==> src/rtl/ioddr_loopback_sequencer.sv <==
// -----------------------------------------------------------------------------
// ioddr_loopback_sequencer
//
// Purpose:
//    Drives a pseudo-random 2-bit-per-cycle pattern into an ODDR and watches
//    the IDDR outputs of a loopback path. It first lets the path fill (FLUSH),
//    then searches latencies 0..MAX_LAT for ALIGN_LEN consecutive matching
//    cycles (ALIGN), then compares CHECK_LEN cycles at the locked latency
//    (CHECK), and finally reports the result (DONE).
//
// Ports:
//    CLK      clock, rising edge
//    RST      synchronous active-low reset
//    START    level; starts a run from IDLE or DONE
//    D1, D2   registered ODDR first/second-edge data
//    Q1, Q2   IDDR first/second-edge data (compared combinationally)
//    BUSY     high in FLUSH/ALIGN/CHECK
//    DONE     high in DONE
//    LOCKED   a latency was found
//    LATENCY  locked latency in CLK cycles
//    PASS     valid in DONE; locked and zero bit errors
//    ERR_CNT  saturating bit-error count of the CHECK phase
// -----------------------------------------------------------------------------
module ioddr_loopback_sequencer #(
   parameter logic [15:0] LFSR_SEED = 16'hACE1,
   parameter int          MAX_LAT   = 8,
   parameter int          ALIGN_LEN = 32,
   parameter int          CHECK_LEN = 1024,
   parameter int          ERR_W     = 16
) (
   input  logic                         CLK,
   input  logic                         RST,
   input  logic                         START,
   output logic                         D1,
   output logic                         D2,
   input  logic                         Q1,
   input  logic                         Q2,
   output logic                         BUSY,
   output logic                         DONE,
   output logic                         LOCKED,
   output logic [$clog2(MAX_LAT+1)-1:0] LATENCY,
   output logic                         PASS,
   output logic [ERR_W-1:0]             ERR_CNT
);

   localparam int LAT_W = $clog2(MAX_LAT + 1);
   // An all-zero seed would lock the LFSR at zero forever.
   localparam logic [15:0] SEED = (LFSR_SEED == 16'h0000) ? 16'h0001 : LFSR_SEED;
   localparam int CNT_MAX = (CHECK_LEN > ALIGN_LEN)
                          ? ((CHECK_LEN > MAX_LAT) ? CHECK_LEN : MAX_LAT)
                          : ((ALIGN_LEN > MAX_LAT) ? ALIGN_LEN : MAX_LAT);
   localparam int CNT_W = $clog2(CNT_MAX + 1);
   localparam int SUM_W = ERR_W + 1;
   localparam logic [ERR_W-1:0] ERR_MAX = {ERR_W{1'b1}};

   typedef enum logic [2:0] {
      ST_IDLE  = 3'd0,
      ST_FLUSH = 3'd1,
      ST_ALIGN = 3'd2,
      ST_CHECK = 3'd3,
      ST_DONE  = 3'd4
   } state_t;

   // One Fibonacci step: taps 16,14,13,11 (bits 15,13,12,10).
   function automatic logic [15:0] lfsr_step(input logic [15:0] l);
      lfsr_step = {l[14:0], l[15] ^ l[13] ^ l[12] ^ l[10]};
   endfunction

   // Adds the number of differing bits (0..2) and clamps at all-ones.
   function automatic logic [ERR_W-1:0] err_sat_add(input logic [ERR_W-1:0] acc,
                                                    input logic [1:0]       diff);
      logic [SUM_W-1:0] sum;
      sum = {1'b0, acc} + SUM_W'(diff[1]) + SUM_W'(diff[0]);
      // Increment is at most 2, so any carry out means the true sum exceeded ERR_MAX.
      if (sum[ERR_W]) begin
         err_sat_add = ERR_MAX;
      end else begin
         err_sat_add = sum[ERR_W-1:0];
      end
   endfunction

   function automatic logic is_busy(input state_t s);
      is_busy = (s == ST_FLUSH) || (s == ST_ALIGN) || (s == ST_CHECK);
   endfunction

   state_t             state_q, state_d;
   logic [15:0]        lfsr_q, lfsr_d;
   logic               d1_q, d1_d;
   logic               d2_q, d2_d;
   // hist_q[k] holds the pin pair from k+1 cycles ago; the current pair is {d1_q, d2_q}.
   logic [1:0]         hist_q [0:MAX_LAT-1];
   logic [1:0]         hist_d [0:MAX_LAT-1];
   logic [CNT_W-1:0]   cnt_q, cnt_d;
   logic [LAT_W-1:0]   lat_try_q, lat_try_d;
   logic               busy_q, busy_d;
   logic               done_q, done_d;
   logic               locked_q, locked_d;
   logic [LAT_W-1:0]   latency_q, latency_d;
   logic               pass_q, pass_d;
   logic [ERR_W-1:0]   err_q, err_d;

   logic [LAT_W-1:0]   lat_sel_s;
   logic [1:0]         ref_s;
   logic [1:0]         diff_s;
   logic               match_s;
   logic [ERR_W-1:0]   err_next_s;

   // Select the expected pin pair for the latency under test and compare with the IDDR.
   always_comb begin
      lat_sel_s = (state_q == ST_CHECK) ? latency_q : lat_try_q;
      ref_s     = (lat_sel_s == LAT_W'(0)) ? {d1_q, d2_q} : 2'b00;
      for (int k = 1; k <= MAX_LAT; k++) begin
         ref_s = ref_s | ((lat_sel_s == LAT_W'(k)) ? hist_q[k-1] : 2'b00);
      end
      diff_s     = {Q1, Q2} ^ ref_s;
      match_s    = (diff_s == 2'b00);
      err_next_s = err_sat_add(err_q, diff_s);
   end

   // Next-state, counters, pattern generation and result registers.
   always_comb begin
      state_d   = state_q;
      lfsr_d    = lfsr_q;
      d1_d      = 1'b0;
      d2_d      = 1'b0;
      hist_d    = hist_q;
      cnt_d     = cnt_q;
      lat_try_d = lat_try_q;
      locked_d  = locked_q;
      latency_d = latency_q;
      pass_d    = pass_q;
      err_d     = err_q;

      case (state_q)
         ST_IDLE, ST_DONE: begin
            if (START) begin
               state_d   = ST_FLUSH;
               lfsr_d    = SEED;
               cnt_d     = {CNT_W{1'b0}};
               lat_try_d = {LAT_W{1'b0}};
               locked_d  = 1'b0;
               latency_d = {LAT_W{1'b0}};
               pass_d    = 1'b0;
               err_d     = {ERR_W{1'b0}};
               for (int k = 0; k < MAX_LAT; k++) begin
                  hist_d[k] = 2'b00;
               end
            end else begin
               state_d = state_q;
            end
         end
         ST_FLUSH: begin
            // MAX_LAT+1 cycles so every history slot holds pattern data before aligning.
            if (cnt_q == CNT_W'(MAX_LAT)) begin
               state_d   = ST_ALIGN;
               cnt_d     = {CNT_W{1'b0}};
               lat_try_d = {LAT_W{1'b0}};
            end else begin
               cnt_d = cnt_q + CNT_W'(1);
            end
         end
         ST_ALIGN: begin
            if (match_s) begin
               if (cnt_q == CNT_W'(ALIGN_LEN - 1)) begin
                  state_d   = ST_CHECK;
                  locked_d  = 1'b1;
                  latency_d = lat_try_q;
                  cnt_d     = {CNT_W{1'b0}};
               end else begin
                  cnt_d = cnt_q + CNT_W'(1);
               end
            end else if (lat_try_q == LAT_W'(MAX_LAT)) begin
               state_d  = ST_DONE;
               locked_d = 1'b0;
               pass_d   = 1'b0;
            end else begin
               cnt_d     = {CNT_W{1'b0}};
               lat_try_d = lat_try_q + LAT_W'(1);
            end
         end
         ST_CHECK: begin
            err_d = err_next_s;
            if (cnt_q == CNT_W'(CHECK_LEN - 1)) begin
               state_d = ST_DONE;
               // Uses the updated count so the final cycle's errors are included.
               pass_d  = (err_next_s == {ERR_W{1'b0}});
            end else begin
               cnt_d = cnt_q + CNT_W'(1);
            end
         end
         default: begin
            state_d = ST_IDLE;
         end
      endcase

      // Pattern and history advance only while a run is active; pins go quiet on exit.
      if (is_busy(state_q)) begin
         lfsr_d    = lfsr_step(lfsr_step(lfsr_q));
         hist_d[0] = {d1_q, d2_q};
         for (int k = 1; k < MAX_LAT; k++) begin
            hist_d[k] = hist_q[k-1];
         end
         if (is_busy(state_d)) begin
            d1_d = lfsr_q[15];
            d2_d = lfsr_q[14];
         end else begin
            d1_d = 1'b0;
            d2_d = 1'b0;
         end
      end else begin
         d1_d = 1'b0;
         d2_d = 1'b0;
      end

      busy_d = is_busy(state_d);
      done_d = (state_d == ST_DONE);
   end

   // State and output registers with synchronous active-low reset.
   always_ff @(posedge CLK) begin
      if (!RST) begin
         state_q   <= ST_IDLE;
         lfsr_q    <= SEED;
         d1_q      <= 1'b0;
         d2_q      <= 1'b0;
         for (int k = 0; k < MAX_LAT; k++) begin
            hist_q[k] <= 2'b00;
         end
         cnt_q     <= {CNT_W{1'b0}};
         lat_try_q <= {LAT_W{1'b0}};
         busy_q    <= 1'b0;
         done_q    <= 1'b0;
         locked_q  <= 1'b0;
         latency_q <= {LAT_W{1'b0}};
         pass_q    <= 1'b0;
         err_q     <= {ERR_W{1'b0}};
      end else begin
         state_q   <= state_d;
         lfsr_q    <= lfsr_d;
         d1_q      <= d1_d;
         d2_q      <= d2_d;
         hist_q    <= hist_d;
         cnt_q     <= cnt_d;
         lat_try_q <= lat_try_d;
         busy_q    <= busy_d;
         done_q    <= done_d;
         locked_q  <= locked_d;
         latency_q <= latency_d;
         pass_q    <= pass_d;
         err_q     <= err_d;
      end
   end

   assign D1      = d1_q;
   assign D2      = d2_q;
   assign BUSY    = busy_q;
   assign DONE    = done_q;
   assign LOCKED  = locked_q;
   assign LATENCY = latency_q;
   assign PASS    = pass_q;
   assign ERR_CNT = err_q;

endmodule

==> config.mk <==
export PLATFORM = sky130hd
export DESIGN_NAME = ioddr_loopback_sequencer
export DESIGN_NICKNAME = d
export VERILOG_FILES = /design/src/rtl/ioddr_loopback_sequencer.sv
export SDC_FILE = /design/constraint.sdc
export NUM_CORES = 1
export LEC_CHECK = 0
export ABC_AREA = 1
export CAP_MARGIN = 20
export CORE_AREA = 2 2 89 91
export DETAILED_ROUTE_END_ITERATION = 8
export DIE_AREA = 0 0 91 93
export GPL_ROUTABILITY_DRIVEN = 0
export GPL_TIMING_DRIVEN = 1
export PLACE_DENSITY = 0.79
export SLEW_MARGIN = 5
export SYNTH_ARGS = -nofsm -noshare
export SYNTH_HDL_FRONTEND = slang
export SYNTH_SLANG_ARGS = --single-unit
==> constraint.sdc <==
create_clock -name CLK -period 4.6 [get_ports CLK]
set_clock_uncertainty 0.1 [all_clocks]
set_input_delay 0.46 -clock CLK [delete_from_list [all_inputs] [get_ports CLK]]
set_output_delay 0.46 -clock CLK [all_outputs]
set_load 0.01 [all_outputs]
==> results of run 1 <==
critical path, delay by kind of cell (launching register included):
kind	cells	cell delay (ns)
simple gates	19	2.42
flops	1	0.51
fa+ha+maj	2	0.42
compound gates	2	0.38
buf+inv	2	0.15
placed cells by master, fill, tap and decap left out, types with 9 or more instances in the layout:
cell,count
sky130_fd_sc_hd__nand4_1,17
sky130_fd_sc_hd__a21oi_1,49
sky130_fd_sc_hd__o21ai_0,17
sky130_fd_sc_hd__inv_1,72
sky130_fd_sc_hd__dfxtp_1,76
sky130_fd_sc_hd__nand3_1,63
sky130_fd_sc_hd__clkbuf_8,9
sky130_fd_sc_hd__nor3_1,11
sky130_fd_sc_hd__nor2_2,9
sky130_fd_sc_hd__clkdlybuf4s50_1,30
sky130_fd_sc_hd__xor2_1,12
sky130_fd_sc_hd__nand2_1,167
sky130_fd_sc_hd__nor2_1,63
per-layer routing:
layer  global-route usage  up-vias
met1                0.341     1934
met3               0.0403       21
met4               0.0922        0
met2                0.417      147
li1                     -     2149
met5                    0        -
report_power, final:
group | internal [mW] | total (mW) | leakage, nW | switching, mW
logic | 0.0484 | 0.142 | 1.22 | 0.0936
clock network | 0.208 | 0.496 | 0.0931 | 0.288
registers | 0.675 | 0.689 | 0.617 | 0.0143
what timing repair did:
item	in CTS	in global routing
gates resized for setup	0	1
endpoints found under the hold margin	0	0
endpoints found under the setup margin	0	1
per-stage QoR:
stage                     std cells  power [mW]
final                           772        1.33
after global routing            772        1.38
after CTS                       772        1.33
after detailed placement        756       0.845
after global placement          756       0.842
after floorplan                 640       0.803
final cells by class:
type	count	area, um^2	area share
clock inverters	7	62.6	0.0129
repair buffers	35	338	0.0697
clock buffers	9	124	0.0255
multi-input cells	466	2380	0.490
well taps	102	128	0.0263
inverters	77	299	0.0617
flip-flops and latches	76	1520	0.314
worst max-delay path by stage:
stage,depth (start not counted),endpoint,slack (ns)
finish,25,PASS$_SDFFE_PN0P_,0.51
CTS,25,PASS$_SDFFE_PN0P_,0.46
global placement,25,PASS$_SDFFE_PN0P_,0.78
global route,25,PASS$_SDFFE_PN0P_,0.07
detailed placement,25,PASS$_SDFFE_PN0P_,0.50
floorplan,27,PASS$_SDFFE_PN0P_,1.15
state kept, by name, summed over array words and instances (netlist names), 3 cells and up:
signal     flops
hist_q        16
lat_try_q      4
cnt_q         11
state_q        3
lfsr_q        16
ERR_CNT       16
LATENCY        4
kinds of logic (layout without fill, tap and decap cells):
family                   after synthesis  after routing  synth area share
XOR/XNOR                              16             16            0.0327
buffers and inverters                 98            128            0.0924
flip-flops                            76             76             0.355
AND/OR/NAND/NOR                      353            353             0.373
AO/OA/AOI/OAI                         91             91             0.128
adder cells (fa/ha/maj)                6              6            0.0192
==> metrics list, run 1 <==
- Headroom to the max-slew limit came out at 0.441.
- Flop2flop setup slack: 0.51 ns
* Post-route fraction of the period consumed by the critical path: 0.889
- Max layer used: met4
* Start point of the critical path: state_q[0]$_SDFF_PN0_
- Kind of start point of the critical path: register
- Row Count: 32
* Hold depth: 2
- After routing the design area is about 4800 um^2.
- Largest net degree at the start of global routing: 32
- Vias in the first global route: 3912
- Setup violations remaining at the end of the flow were counted as 0.
- Met1 Routed Length: 4700 um
* Sequential cell area fraction in the yosys report: 0.355
* Launch instance of the worst register-to-register path: state_q[0]$_SDFF_PN0_
* Drt initial violations: between 300 and 400
- Post-place instance area: 4660 um^2
* Pre-CTS setup slack: between 0.5 and 0.6 ns
* Die extent in y: ~93 um
- Vias after detailed routing: ~4300
- Unrepaired setup endpoints after global routing: false
* Total count of hold-check failures in the final report: 0
- Counting flops and latches in the post-synthesis netlist gives 76.
- Detailed routing placed a total of 4750 um of wire on met2.
- Critical register-to-register path endpoint: PASS$_SDFFE_PN0P_
* Synth area leaders: sky130_fd_sc_hd__dfxtp_1 (35%), sky130_fd_sc_hd__nand2_1 (15%), sky130_fd_sc_hd__nand3_1 (7.3%), sky130_fd_sc_hd__inv_1 (6.3%), sky130_fd_sc_hd__a21oi_1 (5.7%)
- Required arrival time at the worst endpoint: 4.76 ns
- Core ar.: 7530 um^2
- Number of placed I/O pins: 31
* Async S/R FF share, synth: 0
- CTS H-Tree Depth: 3
* Number of input and output port buffers inserted: 30
* Clk pin slew, worst setup/hold paths: 0.09 ns
- The flow ran to the end, and the final reports show no timing, DRC or antenna violations.
- For the pin with the worst max-slew slack, the measured transition is 0.838 ns.
* Crit Path Max Fanout: 11
- Most frequent cell after synthesis: sky130_fd_sc_hd__nand2_1
- Hold Path Origin: LOCKED$_SDFFE_PN0P_
- Fraction of final layout cells with drive strength greater than 1: 0.0821
- Post-synth EDFFs: 0
- Filler cell count: around 700
- The tightest hold path in the finished design has a slack of 0.364 ns.
- Measured on the finished design, the core utilization comes to 0.644.
- Synthesized Nets: 651
- The final max-slew violation count is 0.
* Maximum number of buffers from clock root to sink: 2
- The path with the worst hold slack has its endpoint at LOCKED$_SDFFE_PN0P_.
- In this run the horizontal extent of the chip is 91 um.
- CP arrival: 4.25 ns
* Total power per unit cell area: about 270 nW/um^2
- By count the netlist is led by sky130_fd_sc_hd__nand2_1 (167), sky130_fd_sc_hd__dfxtp_1 (76), sky130_fd_sc_hd__inv_1 (72).
* FMAX: 244 MHz
- Shortest clock period the worst path allows after layout: 4.09 ns
- The total overflow left after global routing is 0.
* Worst-path cell with the longest stage delay: sky130_fd_sc_hd__dfxtp_1
* Post-layout worst setup margin: 0.508 ns
- Number of iterations in the first detailed-routing pass: 5
- Number of library cell types mapped by synthesis: 42
- The number of setup buffers added after CTS is 0.
* Wire length of the first global-routing pass: roughly 18000 um
- Clock tree synthesis inserted a total of 9 buffers.
- Share of the synthesized area in the top cell type: 0.355
* Crit path largest cell delay: 0.51 ns
- Counting every instance in the synthesized netlist gives 640.
- For this configuration, the core starts out at a cell density of 0.570.
- STA classifies the critical path endpoint as a register.
- The setup path with the least slack is of type reg2reg.
- Maximum vdd ir drop: 0.183 mV
- All-Layer GR Usage: 0.254
- The largest total area in the synthesized netlist belongs to sky130_fd_sc_hd__dfxtp_1.
* Post-synthesis to final-layout area growth: 13.0%
- Summing every instance area after synthesis gives 4290 um^2.
- Post-Route WL: approximately 10000 um
- The analysis attributes to cell leakage a power of 1.93 nW.
* # DRC: 0
* MaxCap Viol Count: 0
* Master cell of the clock root buffer: sky130_fd_sc_hd__clkbuf_8
* Min-Delay Path Class: reg2reg
* Setup TNS: 0 ns
- Detail-routed net length per standard cell: 13.3 um
* Top FF cell, synth: sky130_fd_sc_hd__dfxtp_1
- DIE AREA: 8460 um^2
* Average vias per placed instance: 5.51
- The routed design uses between 600 and 700 um of met3 wire.
* Total number of yosys warnings: 0
* CTS tree: done
- Avg Inst Size Synth: between 6 and 7 um^2
- For the worst flop-to-flop path, the logic depth is 25.
- Quantity of hold-fixing buffers added after cts: 0
- Final layout net count: ~680
* Number of diodes added for antenna fixing: 0
- Antenna violations before repair: 0
- Antenna-violating nets left: 0
* HPWL after detailed placement: 7400 um
- The tree built by TritonCTS fans out to 76 sinks.
* Worst-skew pair later-pin latency: about 0.36 ns
Power figures use the tool's default switching activity.
==> run 2: changes to the inputs <==
TNS_END_PERCENT = 1   (was default)
==> results of run 2 <==
Same layout as run 1: the final DEF is identical, and so are final timing and power.
==> run 3: changes to the inputs <==
RECOVER_POWER = 100   (was default)
==> metrics list, run 3 (synthesized netlist as in run 1, its figures left out) <==
- Status: completed
* Shortest clock period the worst path allows after layout: 4.15 ns (+0.0617 ns)
- Number of slew-limit violations in the final report: 0 (unchanged)
- The number of cells traversed by the worst register-to-register path is 25 (unchanged).
- The data required time at the worst endpoint is 4.76 ns (about the same).
- Unrepaired setup endpoints after global routing: false
- Number of input and output port buffers inserted: 30 (unchanged)
- Overflow left after global routing: 0 (unchanged)
- The effective utilization at floorplan is 0.570 (unchanged).
- Antenna-violating nets left: 0 (unchanged)
* Clock Sinks: 76 (unchanged)
* MaxCap Viol Count: 0 (unchanged)
* Number of buffers created by CTS: 9 (unchanged)
- Sink of the worst hold path: LOCKED$_SDFFE_PN0P_
- The global-route usage over all layers was 0.254 (unchanged).
* Antenna violations before repair: 0 (unchanged)
- Row Count: 32 (unchanged)
- The maximum vdd drop came to 0.182 mV (-0.57%).
- The post-route worst setup slack is 0.447 ns (-0.0617 ns).
- The iteration-0 DRC count of the detailed router is 317 (unchanged).
* Average vias per placed instance: 5.52 (+0.16%)
* Worst-path cell with the longest stage delay: sky130_fd_sc_hd__dfxtp_1
* Critical path start-end classification: reg2reg
* # DRC: 0 (unchanged)
- Number of iterations in the first detailed-routing pass: 5 (unchanged)
* X dimension of the die: 91 um (unchanged)
* Master cell of the clock root buffer: sky130_fd_sc_hd__clkbuf_8
- Leakage power figure: 2.00 nW (+3.6%)
* Bufs and invs on worst path: 2 (unchanged)
- Largest net degree at the start of global routing: 32 (unchanged)
- The sum of routed wire length over all layers came to 10300 um (+0.47%).
- The first-pass GRT wire length is 17700 um (unchanged).
- The total count of hold-check failures in the final report came to 0 (unchanged).
- Hold slack: 0.361 ns (-0.00302 ns)
- The core outline area came to 7530 um^2 (unchanged).
- The overall power of the completed layout came to 1.32 mW (-0.44%).
- The worst setup path is captured at a register.
* Clk pin slew, worst setup/hold paths: 0.09 ns (about the same)
- Fraction of final layout cells with drive strength greater than 1: 0.0746 (-0.00746)
* Post-synthesis to final-layout area growth: 12.2%
- The vertical extent of the die is 93 um (unchanged).
* Total power per unit cell area: 274 nW/um^2 (+0.26%)
* Post-CTS setup buffer count: 0 (unchanged)
* Filler cell count: 692 (+0.87%)
- Layout Utilization: 0.640 (-0.00449)
* Post-route fraction of the period consumed by the critical path: 0.903 (+0.0134)
- Vias after detailed routing: 4258 (+0.16%)
- The pre-CTS setup slack was 0.504 ns (unchanged).
* CTS tree: done
- The total of hold buffers inserted after clock tree synthesis came to 0 (unchanged).
- The count of nets after finishing was 676 (unchanged).
* Hold Path Origin: LOCKED$_SDFFE_PN0P_
- Hold depth: 2 (unchanged)
- The number of I/O pins was 31 (unchanged).
- Final setup violation count: 0 (unchanged)
* Number of diodes added for antenna fixing: 0 (unchanged)
* DIE AREA: 8460 um^2 (unchanged)
* Top library cells by usage in the layout, fill and taps aside: sky130_fd_sc_hd__nand2_1 (169), sky130_fd_sc_hd__dfxtp_1 (76), sky130_fd_sc_hd__inv_1 (73), sky130_fd_sc_hd__nor2_1 (64), sky130_fd_sc_hd__nand3_1 (63)
- Launch instance of the worst register-to-register path: state_q[1]$_SDFF_PN0_
* Flop2flop setup slack: 0.45 ns (-0.06 ns)
* CP arrival: 4.31 ns (+0.06 ns)
- The deepest clock path buffer count is 2 (unchanged).
- HPWL after detailed placement: 7400 um (unchanged)
- STA classifies the critical path startpoint as a register.
* Crit path largest cell delay: 0.49 ns (-0.02 ns)
* FMAX: 241 MHz (-1.5%)
- The number of global-route vias before repair is 3912 (unchanged).
* Detail-routed net length per standard cell: 13.4 um (+0.47%)
* CTS H-Tree Depth: 3 (unchanged)
- Setup TNS: 0 ns (unchanged)
- The cell family contributing the most delay on the critical path is simple AND/OR/NAND/NOR gates.
* Min-Delay Path Class: reg2reg
- In this run the critical register-to-register path is captured at PASS$_SDFFE_PN0P_.
- Leaving out fill and tap cells, the most frequent cell in the layout is sky130_fd_sc_hd__nand2_1.
* Worst-skew pair later-pin latency: 0.36 ns (about the same)
- Slew of the pin with the lowest slew margin: 1.36 ns (+0.525 ns)
- The peak fanout along the critical path came to 11 (unchanged).
- Worst max-slew margin expressed relative to the limit: 0.0884 (-0.353)
## run 3: worst max path at each step
stage / from / to / slack, ns / cells past startpoint
finish: state_q[1]$_SDFF_PN0_ / PASS$_SDFFE_PN0P_ / 0.45 / 25
global route: state_q[1]$_SDFF_PN0_ / PASS$_SDFFE_PN0P_ / 0.05 / 25
CTS: state_q[0]$_SDFF_PN0_ / PASS$_SDFFE_PN0P_ / 0.46 / 25
detailed placement: state_q[0]$_SDFF_PN0_ / PASS$_SDFFE_PN0P_ / 0.50 / 25
global placement: state_q[0]$_SDFF_PN0_ / PASS$_SDFFE_PN0P_ / 0.78 / 25
floorplan: state_q[0]$_SDFF_PN0_ / PASS$_SDFFE_PN0P_ / 1.15 / 27
## run 3: through the flow
step,instance area [um^2],cells
after global routing,4810,772
after detailed placement,4660,756
after floorplan,4290,640
after global placement,4660,756
after CTS,4850,772
final,4810,772
## run 3: final cells by class
| class | count | area (um^2) | area share |
|---|---|---|---|
| Multi-Input combinational cell | 466 | 2350 | 0.488 |
| Sequential cell | 76 | 1520 | 0.316 |
| Timing Repair Buffer | 35 | 334 | 0.0694 |
| Inverter | 77 | 295 | 0.0613 |
| Tap cell | 102 | 128 | 0.0265 |
| Clock buffer | 9 | 124 | 0.0257 |
| Clock inverter | 7 | 62.6 | 0.0130 |
## run 3: power breakdown
part | internal [mW] | switching, mW
Clock | 0.208 | 0.288
Combinational | 0.0442 | 0.0916
Sequential | 0.675 | 0.0141
## run 3: worst min-delay path, stage by stage (launching register included)
cell	delay, ns
sky130_fd_sc_hd__dfxtp_1	0.31
sky130_fd_sc_hd__inv_1	0.05
sky130_fd_sc_hd__a21oi_1	0.06
## run 3: what timing repair did
action                                  CTS  global route
gates resized for setup                   0             1
endpoints found under the setup margin    0             1
endpoints found under the hold margin     0             0
## run 3: per-layer routing
metal	wire length [um]	GRT usage	vias up
met5	0	0	-
met4	166	0.0922	0
met3	662	0.0403	21
met2	4770	0.417	160
met1	4730	0.341	1930
li1	-	-	2147
